==> src/rtl/sipo_pkg.sv <==
//------------------------------------------------------------------------------
// Module : sipo_pkg
// Brief  : Shared types, default width and parity helper for sipo_deser.
// Rev    : 1.0  initial release
//------------------------------------------------------------------------------
`default_nettype none

package sipo_pkg;

    localparam int unsigned c_DEFAULT_WIDTH = 4;
    localparam int unsigned c_PARITY_MAX_W  = 64;

    typedef enum logic [0:0] {
        S_DATA   = 1'b0,
        S_PARITY = 1'b1
    } state_t;

    // Callers zero-extend their word into the fixed-width argument; the padding
    // zeros leave the XOR reduction unchanged, so any WIDTH up to 64 works.
    function automatic logic f_even_parity(input logic [c_PARITY_MAX_W-1:0] i_vec);
        return ^i_vec;
    endfunction

endpackage : sipo_pkg

`default_nettype wire

==> src/rtl/sipo_deser_if.sv <==
//------------------------------------------------------------------------------
// Module : sipo_deser_if
// Brief  : Serial input / parallel output bundle for sipo_deser.
//          parity_err exists only when SIPO_PARITY_EN is defined.
// Rev    : 1.0  initial release
//------------------------------------------------------------------------------
`default_nettype none

interface sipo_deser_if
    import sipo_pkg::*;
#(
    parameter int WIDTH = c_DEFAULT_WIDTH
);

    logic             serial_in;
    logic             shift_en;
    logic             clear;
    logic [WIDTH-1:0] parallel_out;
    logic             valid;
    logic             busy;
`ifdef SIPO_PARITY_EN
    logic             parity_err;
`endif

    modport master (
        output serial_in,
        output shift_en,
        output clear,
        input  parallel_out,
        input  valid,
`ifdef SIPO_PARITY_EN
        input  parity_err,
`endif
        input  busy
    );

    modport slave (
        input  serial_in,
        input  shift_en,
        input  clear,
        output parallel_out,
        output valid,
`ifdef SIPO_PARITY_EN
        output parity_err,
`endif
        output busy
    );

endinterface : sipo_deser_if

`default_nettype wire

==> src/rtl/sipo_deser.sv <==
//------------------------------------------------------------------------------
// Module : sipo_deser
// Brief  : MSB-first serial-in / parallel-out deserializer with valid strobe.
//          Define SIPO_PARITY_EN to expect a trailing even-parity bit per word.
// Rev    : 1.0  initial release
//------------------------------------------------------------------------------
`default_nettype none

module sipo_deser
    import sipo_pkg::*;
#(
    parameter int WIDTH = c_DEFAULT_WIDTH
) (
    input  logic         clk,
    input  logic         rst,
    sipo_deser_if.slave  bus
);

    localparam int CNT_W = $clog2(WIDTH + 1);
    localparam logic [CNT_W-1:0] c_LAST_IDX = CNT_W'(WIDTH - 1);

    state_t           r_state;
    state_t           w_state_nxt;
    logic [WIDTH-1:0] r_sreg;
    logic [WIDTH-1:0] w_sreg_nxt;
    logic [CNT_W-1:0] r_bit_cnt;
    logic [CNT_W-1:0] w_bit_cnt_nxt;
    logic [WIDTH-1:0] r_parallel;
    logic [WIDTH-1:0] w_parallel_nxt;
    logic             r_valid;
    logic             w_valid_nxt;
    logic             r_busy;
    logic             w_busy_nxt;
    logic [WIDTH-1:0] w_shifted;
`ifdef SIPO_PARITY_EN
    logic             r_parity_err;
    logic             w_parity_err_nxt;
`endif

    assign w_shifted = {r_sreg[WIDTH-2:0], bus.serial_in};

    always_comb begin
        w_state_nxt    = r_state;
        w_sreg_nxt     = r_sreg;
        w_bit_cnt_nxt  = r_bit_cnt;
        w_parallel_nxt = r_parallel;
        w_valid_nxt    = 1'b0;
`ifdef SIPO_PARITY_EN
        w_parity_err_nxt = r_parity_err;
`endif

        // clear outranks shift_en, so a bit sampled alongside it is dropped
        if (bus.clear) begin
            w_state_nxt   = S_DATA;
            w_sreg_nxt    = '0;
            w_bit_cnt_nxt = '0;
        end else if (bus.shift_en) begin
            case (r_state)
                S_DATA: begin
                    w_sreg_nxt = w_shifted;
                    if (r_bit_cnt == c_LAST_IDX) begin
                        w_bit_cnt_nxt = '0;
`ifdef SIPO_PARITY_EN
                        w_state_nxt    = S_PARITY;
`else
                        w_parallel_nxt = w_shifted;
                        w_valid_nxt    = 1'b1;
`endif
                    end else begin
                        w_bit_cnt_nxt = r_bit_cnt + CNT_W'(1);
                    end
                end
`ifdef SIPO_PARITY_EN
                S_PARITY: begin
                    w_state_nxt      = S_DATA;
                    w_parallel_nxt   = r_sreg;
                    w_valid_nxt      = 1'b1;
                    w_parity_err_nxt = f_even_parity(c_PARITY_MAX_W'(r_sreg)) ^ bus.serial_in;
                end
`endif
                default: begin
                    w_state_nxt   = S_DATA;
                    w_bit_cnt_nxt = '0;
                end
            endcase
        end

        w_busy_nxt = (w_bit_cnt_nxt != '0) || (w_state_nxt == S_PARITY);
    end

    always_ff @(posedge clk) begin
        if (rst) begin
            r_state    <= S_DATA;
            r_sreg     <= '0;
            r_bit_cnt  <= '0;
            r_parallel <= '0;
            r_valid    <= 1'b0;
            r_busy     <= 1'b0;
`ifdef SIPO_PARITY_EN
            r_parity_err <= 1'b0;
`endif
        end else begin
            r_state    <= w_state_nxt;
            r_sreg     <= w_sreg_nxt;
            r_bit_cnt  <= w_bit_cnt_nxt;
            r_parallel <= w_parallel_nxt;
            r_valid    <= w_valid_nxt;
            r_busy     <= w_busy_nxt;
`ifdef SIPO_PARITY_EN
            r_parity_err <= w_parity_err_nxt;
`endif
        end
    end

    assign bus.parallel_out = r_parallel;
    assign bus.valid        = r_valid;
    assign bus.busy         = r_busy;
`ifdef SIPO_PARITY_EN
    assign bus.parity_err   = r_parity_err;
`endif

endmodule : sipo_deser

`default_nettype wire

==> src/flat_wrapper.sv <==
// flat-port wrapper written by rule: the top's interface ports become plain ports
module sipo_deser_flat import sipo_pkg::*;
#(
    parameter int WIDTH = c_DEFAULT_WIDTH
)
  (clk, rst, bus_serial_in, bus_shift_en, bus_clear, bus_parallel_out, bus_valid, bus_busy);
  sipo_deser_if #(.WIDTH(WIDTH)) bus_i ();
  input  logic clk;
  input  logic rst;
  input wire logic [$bits(bus_i.serial_in)-1:0] bus_serial_in;
  input wire logic [$bits(bus_i.shift_en)-1:0] bus_shift_en;
  input wire logic [$bits(bus_i.clear)-1:0] bus_clear;
  output wire logic [$bits(bus_i.parallel_out)-1:0] bus_parallel_out;
  output wire logic [$bits(bus_i.valid)-1:0] bus_valid;
  output wire logic [$bits(bus_i.busy)-1:0] bus_busy;
  assign bus_i.serial_in = bus_serial_in;
  assign bus_i.shift_en = bus_shift_en;
  assign bus_i.clear = bus_clear;
  assign bus_parallel_out = bus_i.parallel_out;
  assign bus_valid = bus_i.valid;
  assign bus_busy = bus_i.busy;
  sipo_deser #(.WIDTH(WIDTH)) u_core (.clk(clk), .rst(rst), .bus(bus_i));
endmodule
==> config.mk <==
export PLATFORM = sky130hd
export DESIGN_NAME = sipo_deser_flat
export DESIGN_NICKNAME = d
export VERILOG_FILES = /design/src/rtl/sipo_pkg.sv /design/src/rtl/sipo_deser_if.sv /design/src/rtl/sipo_deser.sv /design/src/flat_wrapper.sv
export SDC_FILE = /design/constraint.sdc
export NUM_CORES = 1
export LEC_CHECK = 0
export CAP_MARGIN = 5
export CORE_AREA = 2 2 39 41
export CTS_CLUSTER_SIZE = 30
export DETAILED_ROUTE_END_ITERATION = 6
export DIE_AREA = 0 0 41 43
export PLACE_DENSITY = 0.67
export RECOVER_POWER = 100
export SYNTH_ARGS = -nofsm -noshare
export SYNTH_HDL_FRONTEND = slang
export SYNTH_SLANG_ARGS = --single-unit
==> constraint.sdc <==
create_clock -name clk -period 1.3 [get_ports clk]
set_clock_uncertainty 0.1 [all_clocks]
set_input_delay 0.26 -clock clk [delete_from_list [all_inputs] [get_ports clk]]
set_output_delay 0.26 -clock clk [all_outputs]
set_load 0.02 [all_outputs]
### Word level (Yosys, flattened, before mapping)

Cells that the tools add are included.

* output and inout port bits: 6
* bits of input ports: 5
* register bits: 13
* logic and storage cells: 24

* $add $sub $neg: 1
* equal/unequal tests: 1
* mux-type cells: 7
* reduce and logical (&&, ||, !) cells: 6
* bitwise operators: 3

Operators with widths (count)
* $mux 3: 4
* $reduce_and 4->1: 1
* $reduce_or 4->1: 1
* $add 3x1->3 const B: 1
* $eq 3x2->1 const B: 1
* $mux 1: 3
* $not 1->1: 3
* $reduce_bool 3->1: 1
* $reduce_and 2->1: 1
* $reduce_or 2->1: 1
* $logic_or 1x1->1: 1

### Logic depth before layout (Yosys ltp)

Gate-level depths: netlist of run 1.

* depth after elaboration: 7
* mapped depth: 4
* mapped depth without buffers: 4

### Least setup slack after synthesis of run 1

No wires, ideal clock.

* path type: register to register
* from: reg u_core.r_bit_cnt[0]
* to: reg u_core.r_busy, in the netlist u_core.bus.busy
* setup time: 0.129 ns
* required time: 1.071 ns
* period minus slack after synthesis: 1.211 ns
* slack: 0.089 ns
* cell stages (with the launch flop): 5
* buffers on the path: 0
* data arrival time: 0.982 ns
* cells stage by stage: dfxtp_1 > ha_1 > and3b_1 > o21ai_1 > o211ai_2

* cells in the longest elaborated chain, start to end: 7
* elaborated cells between the ends (all ways): 8
* classes of those cells: add/sub: 1; eq/ne: 1; mux: 4; reduce/logical: 2

RTL lines
* from (decl): RTL line sipo_deser.sv:26 `logic [CNT_W-1:0] r_bit_cnt;`
* from (signal assigned): RTL line sipo_deser.sv:105 `r_bit_cnt <= w_bit_cnt_nxt;`
* $add 3x1->3 or $eq 3x2->1 (tied branches): RTL line sipo_deser.sv:70, sipo_deser.sv:61
* $mux 3: RTL line sipo_deser.sv:61 `if (r_bit_cnt == c_LAST_IDX) begin`
* $mux 3: RTL line sipo_deser.sv:58 `case (r_state)`
* $mux 3 *: RTL line sipo_deser.sv:57 `end else if (bus.shift_en) begin`
* $mux 3 *: RTL line sipo_deser.sv:53 `if (bus.clear) begin`
* $reduce_bool 3->1 *: RTL line sipo_deser.sv:88 `w_busy_nxt = (w_bit_cnt_nxt != '0) || (w_state_nxt == S_PARITY);`
* $logic_or 1x1->1 *: RTL line sipo_deser.sv:88
* to (signal assigned): RTL line sipo_deser.sv:108 `r_busy <= w_busy_nxt;`
* to (decl): RTL line sipo_deser.sv:32 `logic r_busy;`

Mark *: on every way between the ends. The rest lies on a longest branch, timed or not.
A chain may end at the register's enable or synchronous reset.

### Worst setup path in the final report of run 1

* from: in bus_clear
* to: reg u_core.r_busy, in the netlist u_core.bus.busy

* cells in the longest elaborated chain, start to end: 3
* elaborated cells between the ends (all ways): 4
* classes of those cells: mux: 2; reduce/logical: 2

RTL lines
* from (decl): RTL line flat_wrapper.sv:12 `input wire logic [$bits(bus_i.clear)-1:0] bus_clear;`
* $mux 3: RTL line sipo_deser.sv:53
* $reduce_bool 3->1: RTL line sipo_deser.sv:88
* $logic_or 1x1->1 *: RTL line sipo_deser.sv:88

Marks and branches as above.

==> results of run 1 <==
Yosys cell counts (all sizes together) (2+ instances only):
| cell type | n | area [sq um] |
|---|---|---|
| a21oi | 4 | 20.02 |
| dfxtp | 13 | 260.3 |
| inv | 3 | 11.26 |
| mux2i | 3 | 30.03 |
| nand3 | 4 | 20.02 |
| nor2 | 5 | 18.77 |
| nor2b | 2 | 12.51 |
| o211ai | 2 | 20.02 |
| o21ai | 6 | 30.03 |
cells by family (layout without fill, tap and decap cells):
family | count (synthesis) | in the layout | synth area share
simple gates | 20 | 20 | 0.2453
compound gates | 13 | 13 | 0.1557
flops | 13 | 13 | 0.4906
buf+inv | 4 | 20 | 0.02829
mux | 3 | 3 | 0.05661
fa+ha+maj | 1 | 1 | 0.02358
layout by cell type, fill, tap and decap left out, types with 2 or more instances in the layout:
cell,count
a21oi_1,4
buf_4,3
clkbuf_1,6
clkbuf_4,3
clkdlybuf4s50_1,2
dfxtp_1,12
inv_1,3
mux2i_1,3
nand3_1,4
nor2_1,5
nor2b_1,2
o21ai_1,5
worst paths after layout:
| path | slack [ns] | cells after the start | endpoint |
|---|---|---|---|
| max | 0.05 | 3 | u_core.bus.busy |
| min | 0.34 | 3 | u_core.bus.valid |
| max reg2reg | 0.10 | 4 | u_core.bus.parallel_out[2] |
| min reg2reg | 0.37 | 2 | u_core.bus.parallel_out[3] |
routing by layer:
metal  vias up  share of wire
met2        12           0.39
met3         4          0.059
met4         0          0.044
met1       194           0.50
li1        222              -
met5         -              0
power breakdown:
group / switching, mW / internal [mW] / leakage, nW
logic: 0.0320 / 0.0292 / 0.149
registers: 0.00349 / 0.403 / 0.106
clock network: 0.139 / 0.119 / 0.0150
layout make-up:
class	count	share of cell area
Multi-Input combinational cell	37	0.4137
Sequential cell	13	0.3759
Timing Repair Buffer	13	0.1277
Clock buffer	4	0.03777
Tap cell	16	0.02878
Inverter	3	0.01619
per-stage QoR:
step | hold slack (ns) | setup WS, ns
finish | 0.3393 | 0.04675
global route | 0.3719 | 0.01778
CTS | 0.3714 | 0.006397
detailed placement | 0.3598 | -0.2757
global placement | 0.3533 | -0.2371
floorplan | 0.2291 | 0.08901
worst min-delay path: stages:
cell and delay, ns:
dlymetal6s2s_1 0.21, nand4bb_4 0.16, nor3_1 0.05
state kept, by name (all words and copies together) (netlist names):
| register | cells |
|---|---|
| u_core.bus.parallel_out | 4 |
| u_core.r_sreg | 3 |
| u_core.r_state | 1 |
| u_core.r_bit_cnt | 3 |
| u_core.bus.busy | 1 |
| u_core.bus.valid | 1 |
==> impl_metrics.env, run 1 <==
export IMPL_outcome="complete, no violations"
export IMPL_min_path_type="primary input to flip-flop"
export IMPL_maxSlewHeadroom=0.7888
export IMPL_syn_inst=54
export IMPL_crit_fanout=6
export IMPL_dr_pass1_iters=3
export IMPL_critPathCaptureType="flip-flop"
export IMPL_rsz0062_at_grt="no"
export IMPL_synth_main_ff_cell="dfxtp_1"
export IMPL_hold_buffers=0
export IMPL_place_hpwl_microns=757.3
export IMPL_ys_seq_area_frac=0.4906
export IMPL_startpoint_type="primary input"
export IMPL_use_met2=0.2125
export IMPL_grt_pass1_wl_mm=1.759
export IMPL_slowest_stage="dlygate4sd3_1"
export IMPL_cts_sinks=13
export IMPL_fin_tns_setup_ns=0
export IMPL_antenna_cells=0
export IMPL_clock_latency_ns=0.29
export IMPL_root_buffer="clkbuf_4"
export IMPL_cts_tree="done"
export IMPL_hold_viol_final=0
export IMPL_max_stage_delay_ns=0.58
export IMPL_peakVddDrop_mv=0.4693
export IMPL_use_met1=0.1836
export IMPL_dp_cells=82
export IMPL_syn_cell_area_sq_um=530.5
export IMPL_cap_violations=0
export IMPL_nNetsFinal=77
export IMPL_fillers=149
export IMPL_synth_seq_cells=13
export IMPL_via_per_inst=5.023
export IMPL_wl_per_cell_microns=12.45
export IMPL_finish_utilization=0.5027
export IMPL_cts_buffer_depth=2
export IMPL_dr_first_iter_drc_count=14
export IMPL_overflow=0
export IMPL_ys_async_sr_fraction=0
export IMPL_synth_warnings=0
export IMPL_total_power_mw=0.7264
export IMPL_ant_nets=0
export IMPL_synth_edf_count=0
export IMPL_vias=432
export IMPL_rows=14
export IMPL_post_layout_nonfiller_instances=86
export IMPL_grt_use_total=0.1556
export IMPL_post_cts_buffers=0
export IMPL_fmax_ghz=0.7979
export IMPL_critical_path_class="primary input to flip-flop"
export IMPL_io_buffers=10
export IMPL_startpoint="bus_clear"
export IMPL_stdcell_area_sq_um=695.7
export IMPL_cp_top_family="buffers and inverters"
export IMPL_crit_required_ns=1.42
export IMPL_die_width_microns=41
export IMPL_path_cells="dlygate4sd3_1 -> or2_1 -> o211ai_2"
export IMPL_drv_slew=0
export IMPL_multi_input_area_sq_um=287.8
export IMPL_gr_max_usage_layer="met2"
export IMPL_drt_total_wl_mm=1.071
export IMPL_static_leakage_power_nw=0.2692
export IMPL_cts_resized=11
export IMPL_h_tree_depth=1
export IMPL_syn2layout_area_growth_pct=31.13
export IMPL_path_buf_inv=1
export IMPL_clk_pin_slew_ns=0.08
export IMPL_antenna_found_initial=0
export IMPL_p_per_area_nw_per_um2=1044
export IMPL_cts_buffers=3
export IMPL_period_minus_slack_ns=1.253
export IMPL_core_area_sq_um=1384
export IMPL_drive_above_1_share=0.2286
export IMPL_grt_pass1_vias=424
export IMPL_register_area_sq_um=261.5
export IMPL_place_area_sq_um=669.4
export IMPL_cp_arrival_ns=1.37
export IMPL_gp_congestion=0.7175
export IMPL_grt_max_degree=8
export IMPL_start_util=0.3834
export IMPL_setup_viol=0
export IMPL_ys_types=22
export IMPL_dieArea_sq_um=1763
export IMPL_syn_avg_cell_area_sq_um=9.824
export IMPL_tightest_slew_ns=0.3163
export IMPL_drc_errors=0
export IMPL_die_height_microns=43
export IMPL_worstReg2RegStart="u_core.r_bit_cnt[1]"
export IMPL_syn_num_nets=60
export IMPL_grt_util_met3=0.04712
export IMPL_ioPinCount=11
export IMPL_min_from="bus_shift_en"
export IMPL_finalCritPeriodShare=0.9640
Power figures use the tool's default switching activity.
==> run 2: changes to the inputs <==
CAP_MARGIN = 10   (was 5)
==> results of run 2 <==
The final DEF is identical to that of run 1; final timing and power are the same.
==> run 3: changes to the inputs <==
CTS_CLUSTER_SIZE = 16   (was 30)
==> results of run 3 <==
The final DEF is identical to that of run 1; final timing and power are the same.
